[config.mk]
export PLATFORM = sky130hd
export DESIGN_NAME = z80_char_in_port
export DESIGN_NICKNAME = d
export VERILOG_FILES = /design/src/rtl/z80_char_in_port_pkg.sv /design/src/rtl/char_fifo.sv /design/src/rtl/z80_char_in_port.sv
export SDC_FILE = /design/constraint.sdc
export NUM_CORES = 1
export LEC_CHECK = 0
export ABC_AREA = 1
export BUFFER_PORTS_ARGS = -buffer_cell sky130_fd_sc_hd__buf_2
export CAP_MARGIN = 5
export CORE_ASPECT_RATIO = 1.5
export CORE_MARGIN = 2
export CORE_UTILIZATION = 40
export CTS_CLUSTER_DIAMETER = 150
export DETAILED_ROUTE_END_ITERATION = 10
export GPL_TIMING_DRIVEN = 0
export PLACE_DENSITY = 0.57
export SETUP_SLACK_MARGIN = 0.05
export SLEW_MARGIN = 20
export SYNTH_ARGS = -nofsm -noshare
export SYNTH_HDL_FRONTEND = slang
export SYNTH_SLANG_ARGS = --single-unit
[constraint.sdc]
create_clock -name clk -period 3.1 [get_ports clk]
set_clock_uncertainty 0.2 [all_clocks]
set_input_delay 0.62 -clock clk [delete_from_list [all_inputs] [get_ports clk]]
set_output_delay 0.62 -clock clk [all_outputs]
set_load 0.02 [all_outputs]
[src/rtl/z80_char_in_port_pkg.sv]
// z80_char_in_port_pkg
//   Shared I/O definitions for the character input port: default port
//   addresses, status/control bit positions, the read-source selector and
//   the helper that assembles the status byte.
//   No ports (package).
package z80_char_in_port_pkg;

  localparam logic [7:0] DEF_DATA_PORT   = 8'hBA;
  localparam logic [7:0] DEF_STATUS_PORT = 8'hBC;

  // Status byte bit positions
  localparam int ST_AVAIL = 0;
  localparam int ST_FULL  = 1;
  localparam int ST_OVR   = 2;

  // Control byte bit positions (OUT to the status port)
  localparam int CTL_CLR_OVR = 2;
  localparam int CTL_FLUSH   = 7;

  // What the CPU is reading this cycle
  typedef enum logic [1:0] {
    RD_NONE   = 2'd0,
    RD_DATA   = 2'd1,
    RD_STATUS = 2'd2
  } rd_sel_t;

  function automatic logic [7:0] status_byte(input logic ovr,
                                             input logic full,
                                             input logic avail);
    logic [7:0] s;
    s           = 8'h00;
    s[ST_OVR]   = ovr;
    s[ST_FULL]  = full;
    s[ST_AVAIL] = avail;
    return s;
  endfunction

endpackage

[src/rtl/char_fifo.sv]
// char_fifo
//   Single-clock synchronous byte FIFO. Head is a combinational read of the
//   storage array at the read pointer. Pushes into a full FIFO and pops from
//   an empty FIFO are ignored. Flush returns pointers and count to zero and
//   takes priority over a push/pop in the same cycle.
// Ports
//   clk    in   system clock
//   reset  in   async active-high reset
//   push   in   write wdata at the tail
//   pop    in   discard the head entry
//   flush  in   empty the FIFO
//   wdata  in   [7:0] byte to push
//   head   out  [7:0] current head entry (undefined content when empty)
//   count  out  [AW:0] number of stored entries, 0..DEPTH
module char_fifo #(
  parameter int DEPTH = 16,
  parameter int AW    = 4
) (
  input  logic          clk,
  input  logic          reset,
  input  logic          push,
  input  logic          pop,
  input  logic          flush,
  input  logic [7:0]    wdata,
  output logic [7:0]    head,
  output logic [AW:0]   count
);

  localparam logic [AW:0] DEPTH_CNT = (AW+1)'(DEPTH);

  logic [7:0]    mem [DEPTH];
  logic [AW-1:0] wr_ptr;
  logic [AW-1:0] rd_ptr;
  logic          full;
  logic          empty;
  logic          push_ok;
  logic          pop_ok;

  assign full    = (count == DEPTH_CNT);
  assign empty   = (count == '0);
  assign push_ok = push & ~full & ~flush;
  assign pop_ok  = pop & ~empty & ~flush;
  assign head    = mem[rd_ptr];

  always_ff @(posedge clk or posedge reset) begin
    if (reset) begin
      wr_ptr <= '0;
      rd_ptr <= '0;
      count  <= '0;
    end else if (flush) begin
      wr_ptr <= '0;
      rd_ptr <= '0;
      count  <= '0;
    end else begin
      if (push_ok) wr_ptr <= wr_ptr + AW'(1);
      if (pop_ok)  rd_ptr <= rd_ptr + AW'(1);
      count <= count + (AW+1)'(push_ok) - (AW+1)'(pop_ok);
    end
  end

  // Storage needs no reset; only entries behind a valid count are ever read.
  always_ff @(posedge clk) begin
    if (push_ok) mem[wr_ptr] <= wdata;
  end

endmodule

[src/rtl/z80_char_in_port.sv]
// z80_char_in_port
//   Z80 I/O-mapped character input port. Bytes arriving on char_stb are
//   queued in char_fifo; the CPU drains them with IN from DATA_PORT and
//   reads status / writes control at STATUS_PORT.
// Ports
//   clk         in   system clock
//   reset       in   async active-high reset
//   address     in   [7:0] CPU A[7:0]
//   iorq_n      in   I/O request, active low
//   rd_n        in   read strobe, active low
//   wr_n        in   write strobe, active low
//   dbus_in     in   [7:0] CPU OUT data
//   dbus_out    out  [7:0] registered read data to CPU
//   char_in     in   [7:0] incoming character
//   char_stb    in   one-cycle push strobe
//   char_ready  out  FIFO not full
//   rx_avail    out  FIFO not empty
//   overrun     out  sticky: strobe arrived while full
module z80_char_in_port
  import z80_char_in_port_pkg::*;
#(
  parameter logic [7:0] DATA_PORT   = DEF_DATA_PORT,
  parameter logic [7:0] STATUS_PORT = DEF_STATUS_PORT,
  parameter int         DEPTH       = 16,
  parameter int         AW          = 4
) (
  input  logic       clk,
  input  logic       reset,
  input  logic [7:0] address,
  input  logic       iorq_n,
  input  logic       rd_n,
  input  logic       wr_n,
  input  logic [7:0] dbus_in,
  output logic [7:0] dbus_out,
  input  logic [7:0] char_in,
  input  logic       char_stb,
  output logic       char_ready,
  output logic       rx_avail,
  output logic       overrun
);

  localparam logic [AW:0] DEPTH_CNT = (AW+1)'(DEPTH);

  logic          rd_cyc, wr_cyc;
  logic          rd_cyc_q, wr_cyc_q;
  logic          rd_guard;
  logic          rd_rise, rd_fall, wr_rise;
  logic          data_hit, status_hit;
  logic          ctl_wr, flush, clr_ovr;
  logic          push, pop, ovr_set;
  logic          pop_pend;
  logic          overrun_q;
  logic [7:0]    fifo_head;
  logic [AW:0]   fifo_count;
  logic          fifo_full, fifo_empty;
  rd_sel_t       rd_sel;
  logic [7:0]    dbus_next;
  logic          unused_dbus;

  assign rd_cyc     = ~iorq_n & ~rd_n;
  assign wr_cyc     = ~iorq_n & ~wr_n;
  assign data_hit   = (address == DATA_PORT);
  assign status_hit = (address == STATUS_PORT);

  // rd_guard keeps a read that straddles reset release from looking like
  // a fresh rising edge; it drops on the first cycle the strobe is idle.
  assign rd_rise = rd_cyc & ~rd_cyc_q & ~rd_guard;
  assign rd_fall = rd_cyc_q & ~rd_cyc;
  assign wr_rise = wr_cyc & ~wr_cyc_q;

  assign ctl_wr  = wr_rise & status_hit;
  assign flush   = ctl_wr & dbus_in[CTL_FLUSH];
  assign clr_ovr = ctl_wr & dbus_in[CTL_CLR_OVR];

  assign fifo_full  = (fifo_count == DEPTH_CNT);
  assign fifo_empty = (fifo_count == '0);

  // Full is judged before any same-cycle pop, so there is no bypass path.
  // A flush swallows a coincident strobe entirely, including its overrun.
  assign push    = char_stb & ~fifo_full & ~flush;
  assign ovr_set = char_stb & fifo_full & ~flush;
  assign pop     = rd_fall & pop_pend & ~flush;

  assign unused_dbus = ^{dbus_in[6:3], dbus_in[1:0]};

  char_fifo #(
    .DEPTH (DEPTH),
    .AW    (AW)
  ) u_fifo (
    .clk   (clk),
    .reset (reset),
    .push  (push),
    .pop   (pop),
    .flush (flush),
    .wdata (char_in),
    .head  (fifo_head),
    .count (fifo_count)
  );

  always_ff @(posedge clk or posedge reset) begin
    if (reset) begin
      rd_cyc_q <= 1'b0;
      wr_cyc_q <= 1'b0;
      rd_guard <= 1'b1;
    end else begin
      rd_cyc_q <= rd_cyc;
      wr_cyc_q <= wr_cyc;
      if (!rd_cyc) rd_guard <= 1'b0;
    end
  end

  always_ff @(posedge clk or posedge reset) begin
    if (reset) begin
      pop_pend <= 1'b0;
    end else if (flush) begin
      pop_pend <= 1'b0;
    end else if (rd_rise && data_hit) begin
      pop_pend <= ~fifo_empty;
    end else if (rd_fall) begin
      pop_pend <= 1'b0;
    end
  end

  always_ff @(posedge clk or posedge reset) begin
    if (reset) begin
      overrun_q <= 1'b0;
    end else if (ovr_set) begin
      overrun_q <= 1'b1;
    end else if (clr_ovr) begin
      overrun_q <= 1'b0;
    end
  end

  always_comb begin
    rd_sel    = RD_NONE;
    dbus_next = 8'h00;
    if (rd_cyc && data_hit) begin
      rd_sel = RD_DATA;
    end else if (rd_cyc && status_hit) begin
      rd_sel = RD_STATUS;
    end
    case (rd_sel)
      RD_DATA:   dbus_next = fifo_empty ? 8'h00 : fifo_head;
      RD_STATUS: dbus_next = status_byte(overrun_q, fifo_full, ~fifo_empty);
      default:   dbus_next = 8'h00;
    endcase
  end

  always_ff @(posedge clk or posedge reset) begin
    if (reset) begin
      dbus_out <= 8'h00;
    end else begin
      dbus_out <= dbus_next;
    end
  end

  assign rx_avail   = ~fifo_empty;
  assign char_ready = ~fifo_full;
  assign overrun    = overrun_q;

endmodule

==> impl_metrics.yaml, run 1 <==
critical_path:
  reg2reg_setup_slack_ns: 0.25
  cp_common_cell: "sky130_fd_sc_hd__nor2_1"
  crit_path_cell_trace: "inv_1, ha_1, nand4_1, nand2_2, nor2_1, ha_1, inv_1, ha_1, inv_1, fa_1, nor2_1, nor2_1, nor2_1, nor2_1, o21ai_0, a21oi_1"
  rr_worst_depth: 16
  endpoint_of_the_most_critical_register_to_register_path: "u_fifo.count[4]"
  timing.critical_path.from_type: "flop"
  path_delay_family: "adder cells"
  crit_arrival_ns: 2.96
  critical-path-slowest-cell: "sky130_fd_sc_hd__fa_1"
  required_ns: 3.21
  endpoint_kind: "flop"
  worst-setup-path-type: "flop to flop"
  worst-path-max-fanout: 3
  cp_slowest_stage_delay_ns: 0.40
  worstPathBufferInverterCount: 3
  worstReg2RegStart: "u_fifo.count[2]"
cells_and_area:
  final_net_count: 720
  area_growth_pct: 18.4
  multi_input_area_um2: 1860
  post_route_cells_drive_above_1_share_pct: 19.0
  area.sequential_um2: 4500
  number_of_fill_cells_in_the_layout: 1444
  fin_util_pct: 48.5
  count_of_inserted_antenna_diode_cells: 0
clock_network:
  tritoncts: "yes"
  cts_root_buffer: "sky130_fd_sc_hd__clkbuf_16"
  max-clock-path-buffers: 2
  h_tree_lvls: 4
  clk_latency_ns: 0.43
  clock_sink_count: 154
  clk_slew_on_worst_s_h_paths_ns: 0.07
  number_of_buffers_created_by_cts: 17
  cts_hold_buffers: 0
hold_path:
  hold_class: "input pin to async pin"
power_and_ir_drop:
  swShare_pct: 30.2
  power.net_switching_w: 0.00170
  share_comb_of_total_power_pct: 17.1
  vdd_ir_drop_max_mv: 0.456
  p_seq_share_pct: 45.4
  pwr_density_cell_nw_per_um2: 714
  static-leakage-power_nw: 3.15
  clock_power_share_pct: 37.5
  internal_power_w: 0.00393
floorplan:
  die_area_um2: 17700
  io_pins: 41
  floorplan.core_area_um2: 16300
  die-height_um: 162
  rows: 57
  die_width_um: 109
  floorplan.initialDensity_pct: 41.0
synth:
  synth_cell_types: 30
  postSynthRegisterBits: 154
  synth_enable_flop_cells: 128
  post_synthesis_cell_area_um2: 6660
  synth-main-ff-cell: "sky130_fd_sc_hd__edfxtp_1"
  synthCells: 612
  yosys_warnings: 0
  ys_async_sr_fraction_pct: 16.9
  synth_seq_area_share_pct: 67.5
  syn-mean-instance-area_um2: 10.9
  syn_nets: 654
timing:
  whs_ns: 0.0539
  tightestPinTransition_ns: 0.860
  postLayoutSetupSlackWorst_ns: 0.251
  post_route_fraction_of_the_period_consumed_by_the_critical_path_pct: 91.9
  post-route-min-period_ns: 2.85
  finalHoldViolations: 0
  final_max_slew_viol_count: 0
  tns_ns: 0
  number_of_setup_violations_in_the_final_report: 0
  rsz0062_at_grt: "false"
  timing.max_slew.rel_slack_pct: 42.4
  timing.fmax_mhz: 351
global_route:
  global_route.usage.total_pct: 20.7
  grt_pass1_vias: 4771
  grt_start_max_net_pins: 27
  grt_antenna_before_repair: 0
  gr-total-overflow: 0
  grt_pass1_wl_um: 26500
placement:
  place_hpwl_um: 12000
  io_buffer_count: 34
  pre_cts_ws_ns: -0.643
  gp_routability_congestion: 0.843
routing:
  dr.first_iter.drc_count: 306
  top_layer: "met4"
  wirelength_um: 17200
  avgViaCountPerCell: 5.25
  total_iterations_of_the_first_detailed_routing_run: 5
  detailroute.wirelength.met3_um: 733
  met1Wirelength_um: 6470
  detail_route.wl_per_cell_um: 19.2
  drt.antenna.violating_nets: 0
  routed_via_count: 4713
  drcViolationCount: 0
  total_met2_wirelength_after_detailed_routing_um: 9460
run:
  cap_viol_max_count: 0
status:
  result_of_the_run: "completed"
[layer usage]
metal / vias to the layer above / GRT usage (%)
met5: - / 0
li1: 2215 / -
met2: 151 / 37.5
met1: 2309 / 23.9
met4: 0 / 8.92
met3: 38 / 3.05
[worst max-delay path by stage]
stage                                 end  slack [ns]       startpoint  cells past startpoint
final                     u_fifo.count[4]        0.25  u_fifo.count[2]                     16
after global routing      u_fifo.count[4]        0.06  u_fifo.count[2]                     16
after CTS                 u_fifo.count[4]        0.14  u_fifo.count[2]                     16
after detailed placement  u_fifo.count[4]       -0.64           iorq_n                     16
after global placement    u_fifo.count[4]       -0.43           iorq_n                     16
after floorplan           u_fifo.count[4]        0.15           iorq_n                     15
[layout make-up]
type	instances	share of cell area, %
flip-flops and latches	154	57.0
inverters	59	2.84
repair buffers	47	3.39
clock buffers	17	5.39
well taps	206	3.27
multi-input cells	372	23.5
plain buffers	27	2.28
clock inverters	15	2.30
[kinds of logic (layout without fill, tap and decap cells)]
logic type / after synthesis / in the layout / share of synthesized area [%]
and+or+nand+nor: 273 / 273 / 17.0
DFF: 154 / 154 / 67.5
buffers and inverters: 86 / 165 / 6.07
AOI/OAI and AO/OA: 85 / 85 / 6.80
adders and majority gates: 12 / 12 / 2.37
xor gates and xnor gates: 2 / 2 / 0.263
[cell usage after synthesis (5+ instances only)]
cell type / instances / area [um^2]
sky130_fd_sc_hd__o21ai_0: 41 / 205
sky130_fd_sc_hd__buf_6: 7 / 78.8
sky130_fd_sc_hd__nand4_1: 5 / 31.3
sky130_fd_sc_hd__edfxtp_1: 128 / 3840
sky130_fd_sc_hd__nor3_1: 20 / 100
sky130_fd_sc_hd__nor2_1: 88 / 330
sky130_fd_sc_hd__nand3_1: 36 / 180
sky130_fd_sc_hd__buf_2: 14 / 70.1
sky130_fd_sc_hd__dfrtp_1: 25 / 626
sky130_fd_sc_hd__ha_1: 11 / 138
sky130_fd_sc_hd__nand2_1: 116 / 435
sky130_fd_sc_hd__inv_1: 56 / 210
sky130_fd_sc_hd__o21ai_1: 19 / 95.1
sky130_fd_sc_hd__o211ai_1: 10 / 75.1
sky130_fd_sc_hd__a21oi_1: 14 / 70.1
[worst register-to-register path, stage by stage (launching register included)]
cell                      delay [ns]
sky130_fd_sc_hd__dfrtp_1        0.39
sky130_fd_sc_hd__inv_1          0.09
sky130_fd_sc_hd__ha_1           0.18
sky130_fd_sc_hd__nand4_1        0.20
sky130_fd_sc_hd__nand2_2        0.12
sky130_fd_sc_hd__nor2_1         0.05
sky130_fd_sc_hd__ha_1           0.27
sky130_fd_sc_hd__inv_1          0.06
sky130_fd_sc_hd__ha_1           0.16
sky130_fd_sc_hd__inv_1          0.05
sky130_fd_sc_hd__fa_1           0.40
sky130_fd_sc_hd__nor2_1         0.17
sky130_fd_sc_hd__nor2_1         0.06
sky130_fd_sc_hd__nor2_1         0.08
sky130_fd_sc_hd__nor2_1         0.06
sky130_fd_sc_hd__o21ai_0        0.15
sky130_fd_sc_hd__a21oi_1        0.06
[metrics by stage]
step / area (um^2) / cells / total power (W)
CTS: 7860 / 894 / 0.00565
global route: 7890 / 897 / 0.00586
floorplan: 6660 / 612 / 0.00318
finish: 7890 / 897 / 0.00563
global placement: 7090 / 852 / 0.00344
detailed placement: 7240 / 861 / 0.00356
[state kept, by name (all words and copies together) (netlist names)]
register / count
wr_cyc_q: 1
u_fifo.count: 5
overrun: 1
u_fifo.wr_ptr: 4
dbus_out: 8
rd_cyc_q: 1
rd_guard: 1
u_fifo.rd_ptr: 4
u_fifo.mem: 128
pop_pend: 1
[power groups by stage]
stage	sequential (W)	combinational, W	clock [W]
after global placement	0.00259	0.000846	0
after CTS	0.00255	0.000967	0.00213
after global routing	0.00257	0.00107	0.00221
after detailed placement	0.00260	0.000960	0
after floorplan	0.00258	0.000600	0
final	0.00255	0.000964	0.00211
[cells in the final DEF (no fill, tap or decap), types with 3 or more instances in the layout]
cell                          n
sky130_fd_sc_hd__edfxtp_1   128
sky130_fd_sc_hd__nand2_1    114
sky130_fd_sc_hd__nor2_1      88
sky130_fd_sc_hd__inv_1       54
sky130_fd_sc_hd__buf_2       48
sky130_fd_sc_hd__o21ai_0     41
sky130_fd_sc_hd__nand3_1     36
sky130_fd_sc_hd__dfrtp_1     25
sky130_fd_sc_hd__o21ai_1     19
sky130_fd_sc_hd__nor3_2      17
sky130_fd_sc_hd__clkbuf_16   17
sky130_fd_sc_hd__buf_4       15
sky130_fd_sc_hd__a21oi_1     14
sky130_fd_sc_hd__ha_1        11
sky130_fd_sc_hd__o211ai_1    10
sky130_fd_sc_hd__buf_6        7
sky130_fd_sc_hd__nand4_1      5
sky130_fd_sc_hd__inv_8        5
sky130_fd_sc_hd__inv_2        3
sky130_fd_sc_hd__nor3_1       3
sky130_fd_sc_hd__clkinv_8     3
sky130_fd_sc_hd__inv_6        3
[what timing repair did]
action / CTS / global route
hold endpoints to repair: 0 / 0
setup endpoints to repair: 1 / 1
resized for setup: 1 / 4
pin swaps: 1 / 2
buffers inserted: 1 / 3
Power figures use the tool's default switching activity.
==> run 2, diff against run 1 <==
- BUFFER_PORTS_ARGS: -buffer_cell sky130_fd_sc_hd__buf_2 -> -buffer_cell sky130_fd_sc_hd__buf_4
==> run 2 against run 1 <==
Net effect:
- clock power is 7% higher
- maximum frequency is 5.5% higher
- sequential power hardly changed
- non-clock buffer count is 2 lower
- routed wire length is 0.45% lower
- combinational power is 0.8% higher
- sequential share of layout area is 0.75 points lower
- final cell count is 0.22% lower
==> impl_metrics.yaml, run 2 (same netlist as run 1, synthesis figures left out) <==
placement:
  pre_cts_ws_ns: -0.533
  place_hpwl_um: 11900
  gp_routability_congestion: 0.809
  io_buffer_count: 34
timing:
  final_max_slew_viol_count: 0
  tns_ns: 0
  postLayoutSetupSlackWorst_ns: 0.401
  post-route-min-period_ns: 2.70
  post_route_fraction_of_the_period_consumed_by_the_critical_path_pct: 87.1
  rsz0062_at_grt: "false"
  number_of_setup_violations_in_the_final_report: 0
  finalHoldViolations: 0
  timing.max_slew.rel_slack_pct: 40.2
  timing.fmax_mhz: 370
  tightestPinTransition_ns: 0.892
cells_and_area:
  layout_commonest_cell: "sky130_fd_sc_hd__edfxtp_1"
  final_net_count: 718
  count_of_inserted_antenna_diode_cells: 0
  number_of_fill_cells_in_the_layout: 1490
  layout.cells.most_common_list: "sky130_fd_sc_hd__edfxtp_1, sky130_fd_sc_hd__nand2_1, sky130_fd_sc_hd__nor2_1, sky130_fd_sc_hd__inv_1, sky130_fd_sc_hd__buf_4"
  area_growth_pct: 20.0
  regMostFlops: "u_fifo.mem"
  largestRegisters: "u_fifo.mem: 128 flops, dbus_out: 8 flops, u_fifo.count: 5 flops"
  largest_reg_flops: 128
  post_route_cells_drive_above_1_share_pct: 18.7
global_route:
  gr-total-overflow: 0
  global_route.usage.total_pct: 20.7
  grt_pass1_vias: 4745
  grt_pass1_wl_um: 26500
  grt_start_max_net_pins: 27
  grt_antenna_before_repair: 0
critical_path:
  crit_path_cell_trace: "inv_1, ha_1, nand4_1, nand2_1, inv_1, nand2_2, buf_2, nor3_2"
  timing.critical_path.from_type: "flop"
  cp_common_cell: "sky130_fd_sc_hd__inv_1"
  worst-path-max-fanout: 10
  endpoint_kind: "flop"
  required_ns: 2.95
  cp_slowest_stage_delay_ns: 0.70
  worstPathBufferInverterCount: 3
  critical-path-slowest-cell: "sky130_fd_sc_hd__nor3_2"
  worst-setup-path-type: "flop to flop"
  path_delay_family: "simple AND/OR/NAND/NOR gates"
  crit_arrival_ns: 2.55
clock_network:
  clk_latency_ns: 0.43
  clk_slew_on_worst_s_h_paths_ns: 0.07
  clock_sink_count: 154
  h_tree_lvls: 4
  tritoncts: "yes"
  number_of_buffers_created_by_cts: 17
  max-clock-path-buffers: 2
  cts_hold_buffers: 0
  cts_root_buffer: "sky130_fd_sc_hd__clkbuf_16"
routing:
  wirelength_um: 17100
  total_iterations_of_the_first_detailed_routing_run: 5
  top_layer: "met4"
  detail_route.wl_per_cell_um: 19.1
  dr.first_iter.drc_count: 313
  drt.antenna.violating_nets: 0
  routed_via_count: 4650
  avgViaCountPerCell: 5.20
  detailroute.wirelength.met3_um: 770
  drcViolationCount: 0
  met1Wirelength_um: 6670
  total_met2_wirelength_after_detailed_routing_um: 9200
status:
  result_of_the_run: "completed"
power_and_ir_drop:
  share_comb_of_total_power_pct: 16.8
  vdd_ir_drop_max_mv: 0.473
  clock_power_share_pct: 38.9
  static-leakage-power_nw: 3.18
  pwr_density_cell_nw_per_um2: 722
  power.net_switching_w: 0.00165
  p_seq_share_pct: 44.2
  internal_power_w: 0.00412
  swShare_pct: 28.7
hold_path:
  hold_class: "input pin to async pin"
floorplan:
  floorplan.initialDensity_pct: 41.0
  die_area_um2: 17700
  die-height_um: 162
  io_pins: 41
  floorplan.core_area_um2: 16300
  rows: 57
  die_width_um: 109
run:
  cap_viol_max_count: 0
## run 2: changes by cell type in the layout (fill, tap and decap cells not counted), moves of 2 or more
cell and change:
sky130_fd_sc_hd__clkinv_8 -2, sky130_fd_sc_hd__buf_4 +32, sky130_fd_sc_hd__bufinv_16 +2, sky130_fd_sc_hd__buf_2 -34
## run 2: cell type report
| type | count | area, um^2 | share of cell area (%) |
|---|---|---|---|
| sequential | 154 | 4500 | 56.2 |
| clock buffer | 18 | 439 | 5.49 |
| timing repair buffer | 45 | 338 | 4.23 |
| clock inverter | 14 | 203 | 2.54 |
| buffer | 27 | 180 | 2.25 |
| inverter | 59 | 224 | 2.80 |
| tap | 206 | 258 | 3.22 |
| multi-input combinational | 372 | 1860 | 23.2 |
## run 2: final timing paths
check | from | to | slack [ns] | cells after the start
min in group clk | wr_n | wr_cyc_q | 0.14 | 2
max | u_fifo.count[2] | u_fifo.mem[9][5] | 0.40 | 8
min reg2reg | rd_guard | rd_guard | 0.25 | 2
min | reset | dbus_out[0] | 0.06 | 2
max in group asynchronous | reset | u_fifo.wr_ptr[3] | 2.23 | 2
max reg2reg | u_fifo.count[2] | u_fifo.mem[9][5] | 0.40 | 8
## run 2: worst reg2reg max path: cells and delay by family (launching register included)
kind / cells / cell delay, ns
buffers and inverters: 3 / 0.44
adders and majority gates: 1 / 0.21
DFF: 1 / 0.36
and+or+nand+nor: 4 / 1.12
## run 2: power groups by stage
| stage | Clock [W] | Sequential [W] | Combinational [W] |
|---|---|---|---|
| floorplan | 0 | 0.00258 | 0.000600 |
| global placement | 0 | 0.00259 | 0.000865 |
| detailed placement | 0 | 0.00260 | 0.000966 |
| CTS | 0.00227 | 0.00255 | 0.000971 |
| global route | 0.00235 | 0.00257 | 0.00110 |
| finish | 0.00225 | 0.00255 | 0.000972 |
## run 2: timing repair
action,in CTS,in global routing
setup buffers,1,2
pin swaps,1,3
setup endpoints to repair,1,1
resized for setup,1,5
## run 2: per-layer routing
metal	vias up	global-route usage (%)
met5	-	0
met4	0	7.88
met3	29	4.25
met2	155	36.9
met1	2257	24.0
li1	2209	-
## run 2: stage by stage
stage	util [%]	area (um^2)	instances	total power (W)	hold WS [ns]
after floorplan	-	6660	612	0.00318	0.220
after global placement	44.1	7170	852	0.00346	0.237
after detailed placement	45.0	7310	860	0.00356	0.249
after CTS	49.0	7970	893	0.00579	0.124
after global routing	49.2	7990	895	0.00602	0.115
final	49.2	7990	895	0.00577	0.0634
==> run 3, diff against run 2 <==
- HOLD_SLACK_MARGIN: not set -> 0.12
==> run 3 against run 2 <==
Net effect:
- final area rose by 0.13%
- global-route usage did not move
- total power about the same
- via count fell by 1.1%
- highest routed layer unchanged
==> impl_metrics.yaml, run 3 (same netlist as run 1, synthesis figures left out) <==
cells_and_area:
  layout.cells.most_common_list: "sky130_fd_sc_hd__edfxtp_1, sky130_fd_sc_hd__nand2_1, sky130_fd_sc_hd__nor2_1, sky130_fd_sc_hd__inv_1, sky130_fd_sc_hd__buf_4"
  layout_commonest_cell: "sky130_fd_sc_hd__edfxtp_1"
  post_route_cells_drive_above_1_share_pct: 18.7
  regMostFlops: "u_fifo.mem"
  final_cell_count_no_fill: 896
  largest_reg_flops: 128
  count_of_inserted_antenna_diode_cells: 0
  final_net_count: 719
  number_of_fill_cells_in_the_layout: 1489
  area_growth_pct: 20.2
  post-route-cell-area_um2: 8000
  largestRegisters: "u_fifo.mem: 128 flops, dbus_out: 8 flops, u_fifo.count: 5 flops"
timing:
  rsz0062_at_grt: "false"
  post_route_fraction_of_the_period_consumed_by_the_critical_path_pct: 87.3
  tightestPinTransition_ns: 0.905
  post-route-min-period_ns: 2.71
  timing.max_slew.rel_slack_pct: 39.3
  finalHoldViolations: 0
  timing.fmax_mhz: 369
  number_of_setup_violations_in_the_final_report: 0
  final_max_slew_viol_count: 0
run:
  cap_viol_max_count: 0
floorplan:
  floorplan.core_area_um2: 16300
  die_width_um: 109
  die-height_um: 162
  rows: 57
  die_area_um2: 17700
  floorplan.initialDensity_pct: 41.0
  io_pins: 41
routing:
  drcViolationCount: 0
  dr.first_iter.drc_count: 292
  wirelength_um: 17100
  total_iterations_of_the_first_detailed_routing_run: 5
  drt.antenna.violating_nets: 0
  detail_route.wl_per_cell_um: 19.1
  routed_via_count: 4599
  avgViaCountPerCell: 5.13
critical_path:
  worst-path-max-fanout: 10
  required_ns: 2.95
  timing.critical_path.from_type: "flop"
  endpoint_kind: "flop"
  crit_arrival_ns: 2.56
  worst-setup-path-type: "flop to flop"
clock_network:
  max-clock-path-buffers: 2
  cts_root_buffer: "sky130_fd_sc_hd__clkbuf_16"
  tritoncts: "yes"
  clk_slew_on_worst_s_h_paths_ns: 0.07
  h_tree_lvls: 4
  clock_sink_count: 154
  number_of_buffers_created_by_cts: 17
  clk_latency_ns: 0.43
global_route:
  grt_pass1_wl_um: 26500
  grt_antenna_before_repair: 0
  grt_pass1_vias: 4745
  gr-total-overflow: 0
  global_route.usage.total_pct: 20.7
  grt_start_max_net_pins: 27
placement:
  place_hpwl_um: 11900
  cell_area_placed_um2: 7310
  place.detailed.instances: 860
  io_buffer_count: 34
  gp_routability_congestion: 0.809
power_and_ir_drop:
  vdd_ir_drop_max_mv: 0.477
  internal_power_w: 0.00412
  p_seq_share_pct: 44.2
  swShare_pct: 28.7
  power.total_w: 0.00578
  share_comb_of_total_power_pct: 16.8
  static-leakage-power_nw: 3.19
  power.net_switching_w: 0.00166
  pwr_density_cell_nw_per_um2: 722
  clock_power_share_pct: 39.0
status:
  result_of_the_run: "completed"
hold_path:
  hold_class: "input pin to flop"
## run 3: per-layer routing
layer / global-route usage (%) / vias up / share of wire [%]
li1: - / 2209 / -
met1: 24.0 / 2228 / 39
met2: 36.9 / 136 / 54
met3: 4.25 / 26 / 4.2
met4: 7.88 / 0 / 2.7
met5: 0 / - / 0
## run 3: layout make-up
cell class,instances,area (um^2),area share [%]
clock buffer,18,439,5.49
timing repair buffer,46,348,4.35
tap,206,258,3.22
multi-input combinational,372,1860,23.2
clock inverter,14,203,2.53
buffer,27,180,2.25
inverter,59,224,2.80
sequential,154,4500,56.2
## run 3: final timing paths
path | start | to | slack, ns | cells after the start
worst max-delay path | u_fifo.count[2] | u_fifo.mem[2][2] | 0.39 | 8
worst min-delay path | wr_n | wr_cyc_q | 0.13 | 2
worst max register to register | u_fifo.count[2] | u_fifo.mem[2][2] | 0.39 | 8
worst min register to register | rd_guard | rd_guard | 0.25 | 2
max in group asynchronous | reset | u_fifo.wr_ptr[3] | 1.67 | 3
min in group asynchronous | reset | dbus_out[0] | 0.62 | 3
## run 3: what timing repair did
action,in CTS,in global routing
setup endpoints to repair,1,1
pin swaps,1,3
hold buffers,0,1
resized for setup,1,5
setup buffers,1,2
endpoints found under the hold margin,0,2
## run 3: power groups by stage
stage / logic, W / clock network [W] / registers (W)
floorplan: 0.000600 / 0 / 0.00258
global placement: 0.000865 / 0 / 0.00259
detailed placement: 0.000966 / 0 / 0.00260
CTS: 0.000971 / 0.00227 / 0.00255
global route: 0.00111 / 0.00235 / 0.00257
finish: 0.000973 / 0.00225 / 0.00255
## run 3: stage by stage
stage / util [%] / TNS, ns / hold slack [ns] / worst slack (ns)
2_1_floorplan: - / 0 / 0.220 / 0.146
3_3_place_gp: 44.1 / -11.29 / 0.237 / -0.432
3_5_place_dp: 45.0 / -0.921 / 0.249 / -0.533
4_1_cts: 49.0 / 0 / 0.124 / 0.167
5_1_grt: 49.2 / 0 / 0.125 / 0.0948
6_report: 49.2 / 0 / 0.132 / 0.393
## run 3: worst max-delay path, cell delays in order (launching register included)
cell                      delay, ns
sky130_fd_sc_hd__dfrtp_1       0.36
sky130_fd_sc_hd__inv_1         0.07
sky130_fd_sc_hd__ha_1          0.21
sky130_fd_sc_hd__nand4_1       0.17
sky130_fd_sc_hd__nand2_1       0.14
sky130_fd_sc_hd__inv_1         0.13
sky130_fd_sc_hd__nand2_2       0.11
sky130_fd_sc_hd__buf_2         0.24
sky130_fd_sc_hd__nor3_2        0.71
